--- config.mk ---
export PLATFORM = sky130hd
export DESIGN_NAME = calc_seq_flat
export DESIGN_NICKNAME = d
export VERILOG_FILES = /design/src/rtl/calc_seq_if.sv /design/src/rtl/calc_seq.sv /design/src/flat_wrapper.sv
export SDC_FILE = /design/constraint.sdc
export NUM_CORES = 1
export LEC_CHECK = 0
export CELL_PAD_IN_SITES_DETAIL_PLACEMENT = 0
export CELL_PAD_IN_SITES_GLOBAL_PLACEMENT = 1
export CORE_MARGIN = 5
export CORE_UTILIZATION = 36
export DETAILED_ROUTE_END_ITERATION = 6
export PLACE_DENSITY = 0.85
export SYNTH_ARGS = -nofsm -noshare
export SYNTH_HDL_FRONTEND = slang
export SYNTH_SLANG_ARGS = --single-unit
--- constraint.sdc ---
create_clock -name clk -period 3.5 [get_ports clk]
set_clock_uncertainty 0.15 [all_clocks]
set_input_delay 0.7 -clock clk [delete_from_list [all_inputs] [get_ports clk]]
set_output_delay 0.7 -clock clk [all_outputs]
set_load 0.1 [all_outputs]
--- src/rtl/calc_seq_if.sv ---
// rtl/calc_seq_if.sv - Bundle of the job, term-stream, calc and result signals for calc_seq
//
// Signals:
//   start, len                         job request and term count
//   bit_valid, bit_data, bit_ready     upstream term stream handshake
//   calc_rst, calc_1, calc_in          controls toward the calc unit
//   agg_out2alu, agg_out_acted         aggregate and activation back from calc
//   res_valid, res_data, res_acted,
//   res_ready                          held result handshake
//   busy                               sequencer not idle
// Modports: slave is the sequencer side, master is the surrounding system.

interface calc_seq_if #(
    parameter int alu_width = 12,
    parameter int cnt_width = 8
);
    logic                 start;
    logic [cnt_width-1:0] len;
    logic                 bit_valid;
    logic                 bit_data;
    logic                 bit_ready;
    logic                 calc_rst;
    logic                 calc_1;
    logic                 calc_in;
    logic [alu_width-1:0] agg_out2alu;
    logic                 agg_out_acted;
    logic                 res_valid;
    logic [alu_width-1:0] res_data;
    logic                 res_acted;
    logic                 res_ready;
    logic                 busy;

    modport slave (
        input  start, len, bit_valid, bit_data, agg_out2alu, agg_out_acted, res_ready,
        output bit_ready, calc_rst, calc_1, calc_in, res_valid, res_data, res_acted, busy
    );

    modport master (
        output start, len, bit_valid, bit_data, agg_out2alu, agg_out_acted, res_ready,
        input  bit_ready, calc_rst, calc_1, calc_in, res_valid, res_data, res_acted, busy
    );
endinterface

--- src/rtl/calc_seq.sv ---
// rtl/calc_seq.sv - Job sequencer feeding bit-serial terms into one calc unit
//
// Ports:
//   clk   rising-edge system clock
//   rst   synchronous active-high reset (also clears calc through calc_rst)
//   bus   calc_seq_if.slave: job request, term stream in, calc controls,
//         calc aggregate in, held result out, busy
//
// Flow: IDLE -> CLR (one cycle of calc_rst) -> FEED (len accepted terms)
//       -> DRAIN (drain_lat cycles) -> RESULT (held until res_ready) -> IDLE.
//       A zero-length job skips FEED.

module calc_seq #(
    parameter int alu_width = 12,
    parameter int cnt_width = 8,
    parameter int drain_lat = 1
) (
    input  logic      clk,
    input  logic      rst,
    calc_seq_if.slave bus
);

    localparam logic [2:0] S_IDLE   = 3'd0;
    localparam logic [2:0] S_CLR    = 3'd1;
    localparam logic [2:0] S_FEED   = 3'd2;
    localparam logic [2:0] S_DRAIN  = 3'd3;
    localparam logic [2:0] S_RESULT = 3'd4;

    localparam int                   drain_w    = (drain_lat > 1) ? $clog2(drain_lat) : 1;
    localparam logic [drain_w-1:0]   drain_last = drain_w'(drain_lat - 1);
    localparam logic [drain_w-1:0]   drain_one  = drain_w'(1);
    localparam logic [cnt_width-1:0] cnt_one    = cnt_width'(1);

    logic [2:0]           state;
    logic [cnt_width-1:0] len_q;
    logic [cnt_width-1:0] cnt;
    logic [drain_w-1:0]   drain_cnt;
    logic                 res_valid_q;
    logic [alu_width-1:0] res_data_q;
    logic                 res_acted_q;

    logic in_feed;
    logic accept;
    logic last_term;

    assign in_feed = (state == S_FEED);
    assign accept  = in_feed && bus.bit_valid;
    // Full-width compare against len-1 so len = 2^cnt_width-1 ends before cnt could wrap.
    assign last_term = (cnt == (len_q - cnt_one));

    // Term path is combinational so each accepted term reaches calc in its own cycle.
    assign bus.bit_ready = in_feed;
    assign bus.calc_1    = accept;
    assign bus.calc_in   = accept && bus.bit_data;
    assign bus.calc_rst  = rst || (state == S_CLR);
    assign bus.busy      = (state != S_IDLE);
    assign bus.res_valid = res_valid_q;
    assign bus.res_data  = res_data_q;
    assign bus.res_acted = res_acted_q;

    always_ff @(posedge clk) begin
        if (rst) begin
            state       <= S_IDLE;
            len_q       <= '0;
            cnt         <= '0;
            drain_cnt   <= '0;
            res_valid_q <= 1'b0;
            res_data_q  <= '0;
            res_acted_q <= 1'b0;
        end else begin
            case (state)
                S_IDLE: begin
                    if (bus.start) begin
                        len_q <= bus.len;
                        cnt   <= '0;
                        state <= S_CLR;
                    end
                end
                S_CLR: begin
                    drain_cnt <= '0;
                    state     <= (len_q != '0) ? S_FEED : S_DRAIN;
                end
                S_FEED: begin
                    if (accept) begin
                        cnt <= cnt + cnt_one;
                        if (last_term) begin
                            state <= S_DRAIN;
                        end
                    end
                end
                S_DRAIN: begin
                    if (drain_cnt == drain_last) begin
                        res_data_q  <= bus.agg_out2alu;
                        res_acted_q <= bus.agg_out_acted;
                        res_valid_q <= 1'b1;
                        state       <= S_RESULT;
                    end else begin
                        drain_cnt <= drain_cnt + drain_one;
                    end
                end
                S_RESULT: begin
                    // start is ignored here, even alongside the handshake.
                    if (bus.res_ready) begin
                        res_valid_q <= 1'b0;
                        state       <= S_IDLE;
                    end
                end
                default: begin
                    state <= S_IDLE;
                end
            endcase
        end
    end

endmodule

--- src/flat_wrapper.sv ---
// flat-port wrapper written by rule: the top's interface ports become plain ports
module calc_seq_flat 
#(
    parameter int alu_width = 12,
    parameter int cnt_width = 8,
    parameter int drain_lat = 1
)
  (clk, rst, bus_start, bus_len, bus_bit_valid, bus_bit_data, bus_agg_out2alu, bus_agg_out_acted, bus_res_ready, bus_bit_ready, bus_calc_rst, bus_calc_1, bus_calc_in, bus_res_valid, bus_res_data, bus_res_acted, bus_busy);
  calc_seq_if #(.alu_width(alu_width), .cnt_width(cnt_width)) bus_i ();
  input  logic clk;
  input  logic rst;
  input wire logic [$bits(bus_i.start)-1:0] bus_start;
  input wire logic [$bits(bus_i.len)-1:0] bus_len;
  input wire logic [$bits(bus_i.bit_valid)-1:0] bus_bit_valid;
  input wire logic [$bits(bus_i.bit_data)-1:0] bus_bit_data;
  input wire logic [$bits(bus_i.agg_out2alu)-1:0] bus_agg_out2alu;
  input wire logic [$bits(bus_i.agg_out_acted)-1:0] bus_agg_out_acted;
  input wire logic [$bits(bus_i.res_ready)-1:0] bus_res_ready;
  output wire logic [$bits(bus_i.bit_ready)-1:0] bus_bit_ready;
  output wire logic [$bits(bus_i.calc_rst)-1:0] bus_calc_rst;
  output wire logic [$bits(bus_i.calc_1)-1:0] bus_calc_1;
  output wire logic [$bits(bus_i.calc_in)-1:0] bus_calc_in;
  output wire logic [$bits(bus_i.res_valid)-1:0] bus_res_valid;
  output wire logic [$bits(bus_i.res_data)-1:0] bus_res_data;
  output wire logic [$bits(bus_i.res_acted)-1:0] bus_res_acted;
  output wire logic [$bits(bus_i.busy)-1:0] bus_busy;
  assign bus_i.start = bus_start;
  assign bus_i.len = bus_len;
  assign bus_i.bit_valid = bus_bit_valid;
  assign bus_i.bit_data = bus_bit_data;
  assign bus_i.agg_out2alu = bus_agg_out2alu;
  assign bus_i.agg_out_acted = bus_agg_out_acted;
  assign bus_i.res_ready = bus_res_ready;
  assign bus_bit_ready = bus_i.bit_ready;
  assign bus_calc_rst = bus_i.calc_rst;
  assign bus_calc_1 = bus_i.calc_1;
  assign bus_calc_in = bus_i.calc_in;
  assign bus_res_valid = bus_i.res_valid;
  assign bus_res_data = bus_i.res_data;
  assign bus_res_acted = bus_i.res_acted;
  assign bus_busy = bus_i.busy;
  calc_seq #(.alu_width(alu_width), .cnt_width(cnt_width), .drain_lat(drain_lat)) u_core (.clk(clk), .rst(rst), .bus(bus_i));
endmodule
## Word level (Yosys, flattened, before mapping)

Index checks and enable logic that the tools add are counted.

- Register bits after elaboration: 34
- Input port bits: 27
- Output and inout port bits: 19
- Word-level logic and storage cells: 50

- Add/subtract/negate cells: 3
- Equality and inequality tests: 10
- Muxes and demuxes: 15
- Bitwise operators: 1
- Reduce and logical (&&, ||, !) cells: 14

Operator list:

| cell | number |
|---|---|
| $mux 8 | 2 |
| $pmux 8 s2 | 1 |
| $mux 3 | 5 |
| $pmux 3 s5 | 1 |
| $ne 2x2->1 const B | 5 |
| $add 8x1->8 const B | 1 |
| $eq 8x8->1 | 1 |
| $reduce_bool 8->1 | 1 |
| $sub 8x1->8 const B | 1 |
| $eq 3x2->1 const B | 2 |
| $reduce_and 3->1 | 2 |
| $reduce_bool 2->1 | 3 |
| $reduce_and 5->1 | 1 |
| $mux 1 | 4 |
| $pmux 1 s2 | 2 |
| $reduce_and 2->1 | 2 |
| $eq 3x1->1 const B | 1 |
| $eq 3x3->1 const B | 1 |
| $logic_not 3->1 | 1 |
| $reduce_bool 3->1 | 1 |
| $logic_and 1x1->1 | 2 |
| $add 1x1->1 const B | 1 |
| $logic_or 1x1->1 | 1 |
| $not 1->1 | 1 |

## Depth between registers and ports, before layout

- Depth after elaboration: 5
- Depth in mapped cells: 9
- Depth with buffers taken out: 8

## Worst setup path after synthesis

Ideal clock, no wire load.

- Path type: register to output
- Start point: register u_core.state[1]
- End point: output port bus_bit_ready
- Arrival: 2.044 ns
- Data required time: 2.650 ns
- Slack: 0.606 ns
- Stages on the path, launching flop included: 4
- Buffers on the path: 1
- Path through: dfxtp_1 > buf_6 > nor2b_1 > nor2b_1

- Cells in the longest elaborated chain, start to end: 1

RTL lines:

| item | line | text |
|---|---|---|
| start: declaration | calc_seq.sv:34 | `logic [2:0] state;` |
| start signal: assignment | calc_seq.sv:81 | `state <= (len_q != '0) ? S_FEED : S_DRAIN;` |
| $eq 3x2->1 | calc_seq.sv:46 | `assign in_feed = (state == S_FEED);` |
| end: declaration | flat_wrapper.sv:19 | `output wire logic [$bits(bus_i.bit_ready)-1:0] bus_bit_ready;` |

No other way between the ends.

## Worst setup path after layout

- Start point: input port bus_bit_valid
- End point: output port bus_calc_in

- Cells in the longest elaborated chain, start to end: 2

RTL lines:

| item | line | text |
|---|---|---|
| start: declaration | flat_wrapper.sv:14 | `input wire logic [$bits(bus_i.bit_valid)-1:0] bus_bit_valid;` |
| $logic_and 1x1->1 | calc_seq.sv:47 | `assign accept = in_feed && bus.bit_valid;` |
| $logic_and 1x1->1 | calc_seq.sv:54 | `assign bus.calc_in = accept && bus.bit_data;` |
| end: declaration | flat_wrapper.sv:22 | `output wire logic [$bits(bus_i.calc_in)-1:0] bus_calc_in;` |

No other way between the ends.

==> summary.txt <==
CP startpoint kind: input port
vias per cell: 4.81
Tot GR Track Use: 12.7%
Max Freq: 371 MHz
Worst Tran Pin Value: 475 ps
port bufs: 45
FF+latch count, synth: 33
Worst-path clk slew: 60 ps
first-pass GRT wire length: 6.24 mm
io pins: 46
clk root buf: clkbuf_8
CTS tree: yes
Worst EP arrival: 1840 ps
postcts setup bufs: 0
total gr overflow: 0
design area: 2140 sq um
Fin Setup TNS: 0 ps
vias in the first global route: 1390
# rows: 24
clk_lat worst skew: 280 ps
# setup viols final: 0
Hold Vio Cnt, Final: 0
Die X: 76.7 um
element type at the critical path end: output pin
leakage power: 0.829 nW
fill count: 465
initial antenna violation count: 0
RSZ-0062 raised after global routing: no
Clock Sink Count: 33
# DRC: 0
total power draw: 1.55 mW
largest net degree at the start of global routing: 29
top cells by area, synth: dfxtp_1 41%, nand2_1 11%, a21oi_1 7.5%, xor2_1 6.6%, nor2_1 3.3%
crit share post-route: 76.9%
Synth top area share: 41.2%
DR WL/cell: 12.4 um
minimum hold slack: 303 ps
Max transition margin: 68.2%
core region area: 4320 sq um
dominant cell type by area after synthesis: dfxtp_1
Routed WL: 3.59 mm
post-synthesis cell type count: 40
Comb pwr share: 48.8%
fin util: 49.5%
Die H: 76.7 um
CTS resizes: 0
Nets: 266
Area Growth Syn to Fin: 33.5%
Final min period: 2690 ps
die area: 5890 sq um
Initial Util: 37.1%
hold bufs inserted after CTS: 0
Mean Syn Cell Area: 8.18 sq um
sequential share of power: 32.7%
DPL Wire Length: 2.62 mm
post-synthesis instance area: 1600 sq um
Warnings, synthesis: 0
Syn Inst Count: 196
GP Congestion: 0.756
diode count: 0
Net Sw Frac: 46.1%
Multi-input gate area: 861 sq um
Clk pwr share: 18.5%
Slew Limit Fails: 0
Mapped Nets: 225
Post-Place Cell Area: 2050 sq um
Register Area: 661 sq um
P_int: 835 uW
H-tree levels: 2
layout cell share with drive strength beyond 1: 15.2%
Max VDD drop: 0.356 mV
ANT nets after route: 0
status: completed
CP required: 2650 ps
CTS Buf Count: 5
TritonRoute pass-1 iters: 4
CP max FO: 6
Hold Path Class: reg -> reg
Clock Path Buffers: 2
net switching power: 714 uW
routed via count: 1390
initial DRC count: 84
critical path type: in -> out
Cell Pwr Density: 724 nW/um^2
max cap viols: 0
sequential share of the synthesized area: 41.2%
sequential cells by signal (all words and copies together) (netlist names):
| register | cells |
|---|---|
| u_core.bus.res_data | 12 |
| u_core.cnt | 8 |
| u_core.len_q | 8 |
| u_core.state | 3 |
| u_core.bus.res_acted | 1 |
| u_core.bus.res_valid | 1 |
placed cells by master (no fill, tap or decap), types with 2 or more instances in the layout:
| cell | instances |
|---|---|
| clkbuf_8 | 6 |
| ha_1 | 2 |
| buf_12 | 3 |
| nor3_1 | 5 |
| nand3_1 | 4 |
| dfxtp_1 | 33 |
| a21oi_1 | 24 |
| and2_1 | 2 |
| nor2b_1 | 2 |
| nor2_2 | 2 |
| nand3b_1 | 2 |
| nor2_1 | 14 |
| nand2_1 | 46 |
| clkdlybuf4s50_1 | 26 |
| inv_1 | 3 |
| xor2_1 | 12 |
| xnor2_1 | 6 |
| buf_4 | 18 |
| nand4_1 | 5 |
Yosys cell counts:
library cell,number
ha_1,2
nand2_1,46
and2_1,2
a22oi_1,1
nor2_1,14
nor2b_1,2
clkbuf_2,1
o311ai_0,1
o21ba_1,1
xor2_1,12
nor2_2,2
a31oi_1,1
a21oi_1,24
clkbuf_1,6
or2_1,1
and3_1,1
buf_2,4
nor2_4,1
o41ai_1,1
a41oi_1,1
o21ai_1,1
nor4b_4,1
nor3b_2,1
nand3_1,4
buf_6,2
nor3_1,5
nand4_1,5
dfxtp_1,33
nor4_4,1
or4b_1,1
xnor2_1,6
a221oi_1,1
and4bb_4,1
o21ai_0,1
nand3b_1,2
a21o_1,1
or2_2,1
a211oi_1,1
nand2_2,1
inv_1,3
cell type report:
type | count | share of cell area, %
clock buffers | 7 | 4.04
inverters | 3 | 0.526
multi-input cells | 147 | 40.2
flip-flops and latches | 33 | 30.9
well taps | 52 | 3.04
repair buffers | 47 | 21.3
final timing paths:
check | from | end | slack, ps | depth (start not counted)
hold / removal | u_core.bus.res_data[9] | u_core.bus.res_data[9] | 300 | 2
hold reg to reg | u_core.bus.res_data[9] | u_core.bus.res_data[9] | 300 | 2
setup / recovery | bus_bit_valid | bus_calc_in | 810 | 4
setup reg to reg | u_core.len_q[0] | u_core.state[0] | 1560 | 8
cell families (layout without fill, tap and decap cells):
kind of cell | count (synthesis) | after routing | share of synthesized area (%)
AND/OR/NAND/NOR | 92 | 92 | 29.6
adder cells (fa/ha/maj) | 2 | 2 | 1.56
buffers and inverters | 16 | 57 | 5.07
flip-flops | 33 | 33 | 41.2
AO/OA/AOI/OAI | 35 | 35 | 12.7
XOR/XNOR | 18 | 18 | 9.84
per-layer routing:
layer  vias up  track usage (%)  wire [um]
met5         -                0          0
met4         0             4.20         52
met1       616             15.0       1640
met2        33             20.3       1620
met3         4             5.74        281
li1        737                -          -
critical path, cell delays in order:
cell and delay [ps]:
clkdlybuf4s50_1 480, and4bb_4 300, and2_1 190, buf_12 180
power groups by stage:
| stage | combinational, mW | clock [mW] | sequential, mW |
|---|---|---|---|
| final | 0.757 | 0.286 | 0.506 |
| after global routing | 0.809 | 0.315 | 0.520 |
| after CTS | 0.765 | 0.297 | 0.507 |
| after detailed placement | 0.763 | 0 | 0.514 |
| after global placement | 0.761 | 0 | 0.514 |
| after floorplan | 0.525 | 0 | 0.591 |
through the flow:
step,setup WS (ps),std cells
after global placement,818,282
after detailed placement,803,282
final,807,289
after floorplan,606,196
after global routing,788,289
after CTS,804,289
Power figures use the tool's default switching activity.
